===== src/rtl/mem_port_arbiter.sv =====
// Three-way memory port arbiter: per-requester input FIFOs, round-robin issue
// onto a single request port, and an in-order tag FIFO that steers each
// in-order memory response back to the requester that issued it.
module mem_port_arbiter #(
  parameter int unsigned IN_DEPTH    = 16,
  parameter int unsigned AFULL_SLACK = 4,
  parameter int unsigned TAG_DEPTH   = 64
) (
  input  logic        clk,
  input  logic        rst,
  input  logic        req_0_vld_in,
  input  logic [47:0] req_0_address_in,
  output logic        req_0_afull_out,
  input  logic        req_1_vld_in,
  input  logic [47:0] req_1_address_in,
  output logic        req_1_afull_out,
  input  logic        req_2_vld_in,
  input  logic [47:0] req_2_address_in,
  output logic        req_2_afull_out,
  input  logic        rsp_0_afull_in,
  output logic        rsp_0_write_en_out,
  output logic [63:0] rsp_0_data_out,
  input  logic        rsp_1_afull_in,
  output logic        rsp_1_write_en_out,
  output logic [63:0] rsp_1_data_out,
  input  logic        rsp_2_afull_in,
  output logic        rsp_2_write_en_out,
  output logic [63:0] rsp_2_data_out,
  input  logic        mem_rq_afull_in,
  output logic        mem_rq_vld_out,
  output logic [47:0] mem_rq_address_out,
  output logic        mem_rs_afull_out,
  input  logic        mem_rs_write_en_in,
  input  logic [63:0] mem_rs_data_in,
  output logic        idle_out,
  output logic        err_out
);

  localparam int unsigned NREQ      = 3;
  localparam int unsigned ID_W      = 2;
  localparam int unsigned AW        = 48;
  localparam int unsigned DW        = 64;
  localparam int unsigned IN_PW     = $clog2(IN_DEPTH);
  localparam int unsigned IN_CW     = IN_PW + 1;
  localparam int unsigned TAG_PW    = $clog2(TAG_DEPTH);
  localparam int unsigned TAG_CW    = TAG_PW + 1;
  localparam int unsigned AFULL_LVL = IN_DEPTH - AFULL_SLACK;

  // Requester-indexed views of the flat ports
  logic [NREQ-1:0] push_vld;
  logic [AW-1:0]   push_addr [NREQ];
  logic [NREQ-1:0] rsp_afull;

  assign push_vld     = {req_2_vld_in, req_1_vld_in, req_0_vld_in};
  assign push_addr[0] = req_0_address_in;
  assign push_addr[1] = req_1_address_in;
  assign push_addr[2] = req_2_address_in;
  assign rsp_afull    = {rsp_2_afull_in, rsp_1_afull_in, rsp_0_afull_in};

  // Input FIFO state
  logic [AW-1:0]    in_mem     [NREQ][IN_DEPTH];
  logic [IN_PW-1:0] in_wr_ptr  [NREQ];
  logic [IN_PW-1:0] in_rd_ptr  [NREQ];
  logic [IN_CW-1:0] in_cnt     [NREQ];
  logic [IN_CW-1:0] in_cnt_nxt [NREQ];
  logic [NREQ-1:0]  in_nonempty;
  logic [NREQ-1:0]  in_full;
  logic [NREQ-1:0]  push_ok;
  logic [NREQ-1:0]  push_drop;
  logic [NREQ-1:0]  pop;
  logic [NREQ-1:0]  req_afull;
  logic             in_all_empty_nxt;

  // Arbiter state
  logic [ID_W-1:0]  last_id;
  logic [ID_W-1:0]  grant_id;
  logic [ID_W-1:0]  cand;
  logic             grant_vld;
  logic             issue_ok;
  logic [AW-1:0]    pop_addr;
  logic             rq_vld;
  logic [AW-1:0]    rq_addr;

  // Tag FIFO state
  logic [ID_W-1:0]   tag_mem [TAG_DEPTH];
  logic [TAG_PW-1:0] tag_wr_ptr;
  logic [TAG_PW-1:0] tag_rd_ptr;
  logic [TAG_CW-1:0] tag_cnt;
  logic [TAG_CW-1:0] tag_cnt_nxt;
  logic [ID_W-1:0]   tag_head;
  logic              tag_pop;
  logic              rs_orphan;

  // Response and status registers
  logic [NREQ-1:0] rsp_we;
  logic [DW-1:0]   rsp_data [NREQ];
  logic            err;
  logic            rs_afull;
  logic            idle;

  // Input FIFO occupancy flags and push acceptance
  always_comb begin
    for (int unsigned r = 0; r < NREQ; r++) begin
      in_nonempty[r] = (in_cnt[r] != '0);
      in_full[r]     = (in_cnt[r] == IN_CW'(IN_DEPTH));
      push_ok[r]     = push_vld[r] && !in_full[r];
      push_drop[r]   = push_vld[r] && in_full[r];
    end
  end

  // Round-robin pick: first non-empty requester after the last one granted
  always_comb begin
    grant_vld = 1'b0;
    grant_id  = '0;
    cand      = '0;
    issue_ok  = !mem_rq_afull_in && (tag_cnt < TAG_CW'(TAG_DEPTH));
    for (int unsigned k = 1; k <= NREQ; k++) begin
      cand = ID_W'((32'(last_id) + k) % NREQ);
      if (issue_ok && !grant_vld && in_nonempty[cand]) begin
        grant_vld = 1'b1;
        grant_id  = cand;
      end
    end
  end

  assign pop_addr = in_mem[grant_id][in_rd_ptr[grant_id]];

  // Pops and next-cycle occupancy of the input FIFOs
  always_comb begin
    in_all_empty_nxt = 1'b1;
    for (int unsigned r = 0; r < NREQ; r++) begin
      pop[r]        = grant_vld && (grant_id == ID_W'(r));
      in_cnt_nxt[r] = in_cnt[r] + IN_CW'(push_ok[r]) - IN_CW'(pop[r]);
      if (in_cnt_nxt[r] != '0) begin
        in_all_empty_nxt = 1'b0;
      end
    end
  end

  // Input FIFO storage (data only, no reset needed)
  always_ff @(posedge clk) begin
    for (int unsigned r = 0; r < NREQ; r++) begin
      if (push_ok[r]) begin
        in_mem[r][in_wr_ptr[r]] <= push_addr[r];
      end
    end
  end

  // Input FIFO pointers, counts and almost-full flags
  always_ff @(posedge clk) begin
    if (rst) begin
      for (int unsigned r = 0; r < NREQ; r++) begin
        in_wr_ptr[r] <= '0;
        in_rd_ptr[r] <= '0;
        in_cnt[r]    <= '0;
      end
      req_afull <= '0;
    end else begin
      for (int unsigned r = 0; r < NREQ; r++) begin
        if (push_ok[r]) begin
          in_wr_ptr[r] <= in_wr_ptr[r] + IN_PW'(1);
        end
        if (pop[r]) begin
          in_rd_ptr[r] <= in_rd_ptr[r] + IN_PW'(1);
        end
        in_cnt[r]    <= in_cnt_nxt[r];
        req_afull[r] <= (in_cnt_nxt[r] >= IN_CW'(AFULL_LVL));
      end
    end
  end

  // Memory request register and round-robin pointer
  always_ff @(posedge clk) begin
    if (rst) begin
      rq_vld  <= 1'b0;
      rq_addr <= '0;
      last_id <= ID_W'(NREQ - 1);
    end else begin
      rq_vld <= grant_vld;
      if (grant_vld) begin
        rq_addr <= pop_addr;
        last_id <= grant_id;
      end
    end
  end

  assign tag_pop     = mem_rs_write_en_in && (tag_cnt != '0);
  assign rs_orphan   = mem_rs_write_en_in && (tag_cnt == '0);
  assign tag_head    = tag_mem[tag_rd_ptr];
  assign tag_cnt_nxt = tag_cnt + TAG_CW'(grant_vld) - TAG_CW'(tag_pop);

  // Tag FIFO storage: requester ID of every issued request
  always_ff @(posedge clk) begin
    if (grant_vld) begin
      tag_mem[tag_wr_ptr] <= grant_id;
    end
  end

  // Tag FIFO pointers and outstanding count
  always_ff @(posedge clk) begin
    if (rst) begin
      tag_wr_ptr <= '0;
      tag_rd_ptr <= '0;
      tag_cnt    <= '0;
    end else begin
      if (grant_vld) begin
        tag_wr_ptr <= tag_wr_ptr + TAG_PW'(1);
      end
      if (tag_pop) begin
        tag_rd_ptr <= tag_rd_ptr + TAG_PW'(1);
      end
      tag_cnt <= tag_cnt_nxt;
    end
  end

  // Steer each response to the requester at the head of the tag FIFO
  always_ff @(posedge clk) begin
    if (rst) begin
      rsp_we <= '0;
      for (int unsigned r = 0; r < NREQ; r++) begin
        rsp_data[r] <= '0;
      end
    end else begin
      for (int unsigned r = 0; r < NREQ; r++) begin
        rsp_we[r] <= tag_pop && (tag_head == ID_W'(r));
        if (tag_pop && (tag_head == ID_W'(r))) begin
          rsp_data[r] <= mem_rs_data_in;
        end
      end
    end
  end

  // Sticky error, response throttle and idle indication
  always_ff @(posedge clk) begin
    if (rst) begin
      err      <= 1'b0;
      rs_afull <= 1'b0;
      idle     <= 1'b1;
    end else begin
      err      <= err | (|push_drop) | rs_orphan;
      rs_afull <= |rsp_afull;
      idle     <= in_all_empty_nxt && (tag_cnt_nxt == '0) && !tag_pop;
    end
  end

  assign req_0_afull_out    = req_afull[0];
  assign req_1_afull_out    = req_afull[1];
  assign req_2_afull_out    = req_afull[2];
  assign rsp_0_write_en_out = rsp_we[0];
  assign rsp_1_write_en_out = rsp_we[1];
  assign rsp_2_write_en_out = rsp_we[2];
  assign rsp_0_data_out     = rsp_data[0];
  assign rsp_1_data_out     = rsp_data[1];
  assign rsp_2_data_out     = rsp_data[2];
  assign mem_rq_vld_out     = rq_vld;
  assign mem_rq_address_out = rq_addr;
  assign mem_rs_afull_out   = rs_afull;
  assign idle_out           = idle;
  assign err_out            = err;

endmodule


===== config.mk =====
export PLATFORM = sky130hd
export DESIGN_NAME = mem_port_arbiter
export DESIGN_NICKNAME = d
export VERILOG_FILES = /design/src/rtl/mem_port_arbiter.sv
export SDC_FILE = /design/constraint.sdc
export NUM_CORES = 2
export LEC_CHECK = 0
export CAP_MARGIN = 20
export CORE_ASPECT_RATIO = 0.75
export CORE_MARGIN = 5
export CORE_UTILIZATION = 45
export CTS_CLUSTER_DIAMETER = 100
export DETAILED_ROUTE_END_ITERATION = 7
export SKIP_CTS_REPAIR_TIMING = 1
export SLEW_MARGIN = 30
export SYNTH_ARGS = -nofsm -noshare
export SYNTH_HDL_FRONTEND = slang
export SYNTH_SLANG_ARGS = --single-unit

===== constraint.sdc =====
create_clock -name clk -period 7.6 [get_ports clk]
set_input_delay 1.9 -clock clk [delete_from_list [all_inputs] [get_ports clk]]
set_output_delay 1.9 -clock clk [all_outputs]
set_load 0.02 [all_outputs]

# Word-level counts from Yosys, hierarchy flattened
# Memories as Yosys holds them, arrays and structs flattened. A register that Yosys moved wholly into a read port is not among the register bits.
# Cells that the tools add are included.
word_totals:
  register_bits: 79
  latch_bits: 0
  mem_bits_rw: 2663
  mem_bits_ro: 0
  in_bits: 218
  out_inout_bits: 250
  word_cells: 196
  memories: 6
memory_table:
  columns: ["memory", "depth", "word_bits", "read_ports", "rd_clocked_by_memory_dff", "wr", "line_no", "rtl"]
  rows:
  - ["in_mem", 3, 768, 1, 0, 3, "61", "logic [AW-1:0] in_mem [NREQ][IN_DEPTH];"]
  - ["rsp_data", 3, 64, 3, 0, 3, "96", "logic [DW-1:0] rsp_data [NREQ];"]
  - ["tag_mem", 64, 2, 1, 1, 1, "85", "logic [ID_W-1:0] tag_mem [TAG_DEPTH];"]
  - ["in_cnt", 3, 5, 3, 0, 3, "64", "logic [IN_CW-1:0] in_cnt [NREQ];"]
  - ["in_rd_ptr", 3, 4, 4, 0, 3, "63", "logic [IN_PW-1:0] in_rd_ptr [NREQ];"]
  - ["in_wr_ptr", 3, 4, 3, 0, 3, "62", "logic [IN_PW-1:0] in_wr_ptr [NREQ];"]
classes:
  n_addsub: 19
  multipliers: 0
  div: 3
  order_cmp: 14
  eq_ne: 7
  n_shift: 0
  n_mux: 73
  n_bitwise: 18
  n_reduce_logical: 45
op_table:
  columns: ["op", "n"]
  rows:
  - ["2-to-1 mux 768 bit", 3]
  - ["demux 48 bit (select 4 bit)", 3]
  - ["2-to-1 mux 48 bit", 5]
  - ["binary-select mux 48 bit (select 4 bit)", 1]
  - ["2-to-1 mux 64 bit", 3]
  - ["modulo 32 x 2 -> 32 bit, second input constant", 3]
  - ["2-to-1 mux 1 bit", 41]
  - ["nonzero test 5 bit", 6]
  - ["logical AND 1 bit", 25]
  - ["adder 4 x 1 -> 4 bit, second input constant", 6]
  - ["2-to-1 mux 4 bit", 6]
  - [">= comparator 5 bit, second input constant", 4]
  - ["NOT 4 -> 5 bit", 4]
  - ["adder 5 x 1 -> 5 bit", 3]
  - ["equality test 5 bit, second input constant", 3]
  - [">= comparator 5 x 4 -> 1 bit, second input constant", 3]
  - ["less-than comparator 5 x 1 -> 1 bit, second input constant", 3]
  - ["2-to-1 mux 5 bit", 3]
  - ["subtractor 5 x 1 -> 5 bit", 3]
  - ["logical NOT 7 bit", 2]
  - ["OR 1 bit", 14]
  - ["adder 6 x 1 -> 6 bit, second input constant", 2]
  - ["2-to-1 mux 6 bit", 2]
  - ["less-than comparator 2 x 3 -> 1 bit, second input constant", 3]
  - ["13 further kinds", 28]

# Depth between registers and ports, before layout
logic_depth:
  ltp_word: 23
  ltp_mapped: 27
  ltp_nobuf: 22

# Worst setup path after synthesis
# OpenSTA, ideal clock, no wires.
synth_path:
  path_kind: "register to register"
  startpoint: "register with a tool-made name"
  endpoint: "memory rsp_data[0][0] (enable)"
  setup_ns: 0.581
  arrival_ns: 6.988
  required_ns: 7.019
  setup_slack_ns: 0.031
  path_stages_with_launch: 7
  n_path_buf: 2
  synth_period_minus_slack_ns: 7.569
  cell_sequence: "dfxtp_1 -> buf_2 -> buf_2 -> mux4_2 -> mux4_2 -> mux4_2 -> o31ai_1"
synth_rtl:
  columns: ["item", "line_no"]
  rows:
  - ["end: declaration", "96"]

# Worst setup path in the final report
layout_path:
  startpoint: "input mem_rq_afull_in"
  endpoint: "register rq_addr[43] (netlist: mem_rq_address_out[43])"
layout_via:
  elab_chain_len: 17
  word_cells_on_any_way: 21
  classes_between: "mux: 9; bitwise: 1; reduce/logical: 9; memory: 2"
layout_rtl:
  columns: ["item", "line_no", "rtl"]
  rows:
  - ["start: declaration", "29", "input logic mem_rq_afull_in,"]
  - ["logical NOT 1 bit *", "116", "issue_ok = !mem_rq_afull_in && (tag_cnt < TAG_CW'(TAG_DEPTH));"]
  - ["logical AND 1 bit *", "116", null]
  - ["logical AND 1 bit", "119", "if (issue_ok && !grant_vld && in_nonempty[cand]) begin"]
  - ["2-to-1 mux 1 bit", "119", null]
  - ["logical NOT 1 bit", "119", null]
  - ["logical AND 1 bit (2 in a row)", "119", null]
  - ["2-to-1 mux 1 bit", "119", null]
  - ["logical NOT 1 bit", "119", null]
  - ["logical AND 1 bit (2 in a row)", "119", null]
  - ["2-to-1 mux 2 bit", "119", null]
  - ["memory read (3 x 4 bit)", null, null]
  - ["NOT 4 -> 5 bit (not written as such)", "126", "assign pop_addr = in_mem[grant_id][in_rd_ptr[grant_id]];"]
  - ["binary-select mux 48 bit (select 4 bit)", "126", null]
  - ["2-to-1 mux 48 bit (not written as such) (2 in a row)", "126", null]
  - ["end signal: assignment", "181", "rq_addr <= pop_addr;"]
  - ["end: declaration", "82", "logic [AW-1:0] rq_addr;"]
# Mark *: on every way between the ends. The rest lies on a longest branch, timed or not. The select of a mux whose other input is x is not followed.
# A chain may end at the register's enable or synchronous reset.

==> impl_metrics.yaml <==
sta:
  finalWorstSetupSlack_ps: 1680
  grt_setup_unrepaired: "no"
  clock-skew-final_ps: 70.3
  hold_viol_final: 0
  final.hold.worst_slack_ps: 515
  setup_violations: 0
  tightestPinTransition_ps: 1190
  report.final.slew_viol_count: 0
  final_min_period_over_clock_period_pct: 77.9
  max_freq_mhz: 169
  post-route-min-period_ps: 5920
  fin_setup_tns_ps: 0
  timing.slew.headroom_pct: 20.9
critical_path:
  timing.critical_path.arrival_ps: 6650
  top_fanout_value_on_the_critical_path: 50
  required_ps: 8330
  crit_path_buffers_inverters: 4
  crit_family: "buffers and inverters"
  worstSetupEndpointType: "flop"
  worstPathCellList: "clkdlybuf4s50_1 > or2_2 > or3_4 > inv_8 > nor3_1 > or2_4 > buf_4 > buf_4 > nor3_1 > a31oi_1 > o221ai_1 > a311oi_1"
  slowest_stage: "buf_4"
  critPathLaunchType: "input pin"
  criticalPathCategory: "input pin to flop"
  slowest_delay_ps: 810
logic_synthesis:
  ys_dominant_reg_cell: "edfxtp_1"
  synth.cells.most_frequent: "edfxtp_1, nand2_1, nor2_1"
  syn_std_cell_area_mm2: 0.106
  synthesis.yosys.warnings: 0
  post_synth_inst_count: 6864
  synth-edff-count: 2648
  synth_area_leaders: "edfxtp_1, o22ai_1, mux2i_1"
  cell_taking_the_most_area_after_synthesis: "edfxtp_1"
  ys_seq_area_share_pct: 77.0
  ys_seq_elements: 2748
  synthesis.area_per_instance_um2: 15.4
  post-synth-top-count-cell: "edfxtp_1"
  async_flop_share_pct: 0
  synth_top_area_share_pct: 75.1
  synthesis.nets: 7132
  count_of_distinct_cell_types_in_the_synthesized_netlist: 69
floorplanning:
  fp.coreArea_mm2: 0.234
  initial_core_util_pct: 45.2
  row_count: 154
  die_area_mm2: 0.245
  die-width_um: 570
  boundaryPins: 468
  floorplan.die.height_um: 430
global_route:
  gr-usage-all-layers_pct: 28.7
  wire_length_of_the_first_global_routing_pass_um: 504000
  grtUsageMet1_pct: 42.0
  top_usage_layer: "met2"
  via_count_of_the_first_global_routing_pass: 64000
  grt_remaining_overflow: 0
  antenna_found_initial: 31
  grt_start_max_net_pins: 161
  global_route.usage.met2_pct: 42.2
  grt.met3_usage_pct: 7.42
run_status:
  outcome: "finished, final reports clean"
routing:
  avgViaCountPerCell: 6.39
  detail_route.first_pass.iterations: 6
  routed_wire_length_per_instance_um: 34.1
  drtAntennaViolNets: 0
  detail_route.drc_violations: 0
  postRouteWirelength_um: 362000
  vias: 67800
  initial_drt_markers: 10000
place:
  hpwl_after_detailed_placement_um: 195000
  place.port_buffers: 467
  place_congestion: 0.819
  place_ws_ps: 1020
min_path:
  hold_path_class: "flop to flop"
power_and_ir_drop:
  power.density_cell_area_mw_per_mm2: 396
  power.ir.vdd_worst_mv: 0.572
  static-leakage-power_uw: 0.0389
final_layout:
  share_of_post_route_cells_with_drive_strength_above_1_pct: 9.04
  layout.nets: 7545
  multi_input_area_mm2: 0.0224
  flow.area_growth_from_synthesis_pct: 16.4
  fillers: 18800
  layout.area.seq_mm2: 0.0815
cts:
  cts_made_buffers: 274
  clkTransAtPathRegs_ps: 60
  cts-htree-levels: 5
  max-clock-path-buffers: 4
  cts.sink_count: 2748
  clockRootBuffer: "clkbuf_16"
  tritoncts: "yes"
  clk_latency_worst_skew_pair_ps: 870
flow_run:
  max_cap_violations: 0
final timing paths:
kind,slack (ps),cells after the start,from,end
setup / recovery,1680,12,mem_rq_afull_in,mem_rq_address_out[43]$_SDFFE_PP0P_
hold / removal,520,1,last_id[1]$_SDFFE_PP1P_,last_id[1]$_SDFFE_PP1P_
hold reg to reg,520,1,last_id[1]$_SDFFE_PP1P_,last_id[1]$_SDFFE_PP1P_
setup reg to reg,1880,13,in_cnt[0][7]$_SDFF_PP0_,mem_rq_address_out[43]$_SDFFE_PP0P_
flip-flops by register name (all words and copies together) (netlist names), 6 cells and up, named ones only:
signal / cells
in_cnt: 15
in_mem: 2304
in_rd_ptr: 12
in_wr_ptr: 12
mem_rq_address_out: 48
rsp_data: 192
tag_cnt: 7
tag_mem: 128
tag_rd_ptr: 6
tag_wr_ptr: 6
per-layer routing:
| metal | vias up | wire length (µm) | part of all wire [%] |
|---|---|---|---|
| li1 | 27900 | - | - |
| met1 | 34400 | 144000 | 40 |
| met2 | 4785 | 158000 | 44 |
| met3 | 762 | 48100 | 13 |
| met4 | 12 | 12900 | 3.6 |
| met5 | - | 79 | 0.022 |
per-stage QoR:
step	area, µm²	util [%]	instances	power [µW]
final	123000	52.6	10600	48800
after global routing	123000	52.6	10600	50500
after CTS	123000	52.5	10600	48600
after detailed placement	115000	48.9	10100	35600
after global placement	114000	48.7	10100	35500
after floorplan	106000	-	6864	28700
power by group:
part           internal, µW  switching, µW
Sequential            17900            588
Combinational          5090          12100
Clock                  7390           5720
Total                 30400          18400
layout by cell type (no fill, tap or decap), types with 13 or more instances in the layout:
cell type        instances
dfxtp_1                 99
nor3_1                  53
clkinv_1                40
o21ai_0                 97
mux2i_1                238
nand3_1                 69
nor2b_1                 53
and2_4                  24
mux4_2                  42
clkbuf_8                18
edfxtp_1              2648
clkdlybuf4s50_1        466
a31oi_1                144
o211ai_1               236
clkinv_2                36
ha_1                    46
o22ai_1                477
bufinv_16               13
inv_6                   13
and2_1                  65
a311oi_1                47
o221ai_1                45
clkbuf_16              278
buf_4                  116
xnor2_1                 20
a32oi_1                 48
xor2_1                  18
inv_1                   65
clkbuf_1                79
a21oi_1                354
nor2_4                  16
buf_12                  45
nor2_1                 464
a211oi_1               294
nand2_1                560
cell type report:
class / count / area share, %
repair buffers: 642 / 5.47
inverters: 68 / 0.221
clock inverters: 109 / 0.771
diodes: 12 / 0.0243
well taps: 3120 / 3.16
flip-flops and latches: 2748 / 66.1
clock buffers: 375 / 6.08
multi-input cells: 3543 / 18.2
cell families (layout without fill, tap and decap cells):
group / count (synthesis) / after routing / share of synthesized area (%)
flops: 2748 / 2748 / 77.0
compound gates: 1782 / 1782 / 11.0
simple gates: 1392 / 1392 / 5.67
buf+inv: 573 / 1194 / 2.29
mux: 280 / 280 / 3.14
fa+ha+maj: 51 / 51 / 0.628
xor+xnor: 38 / 38 / 0.314
other cells: 0 / 12 / 0
(Power assumes the default switching activity.)
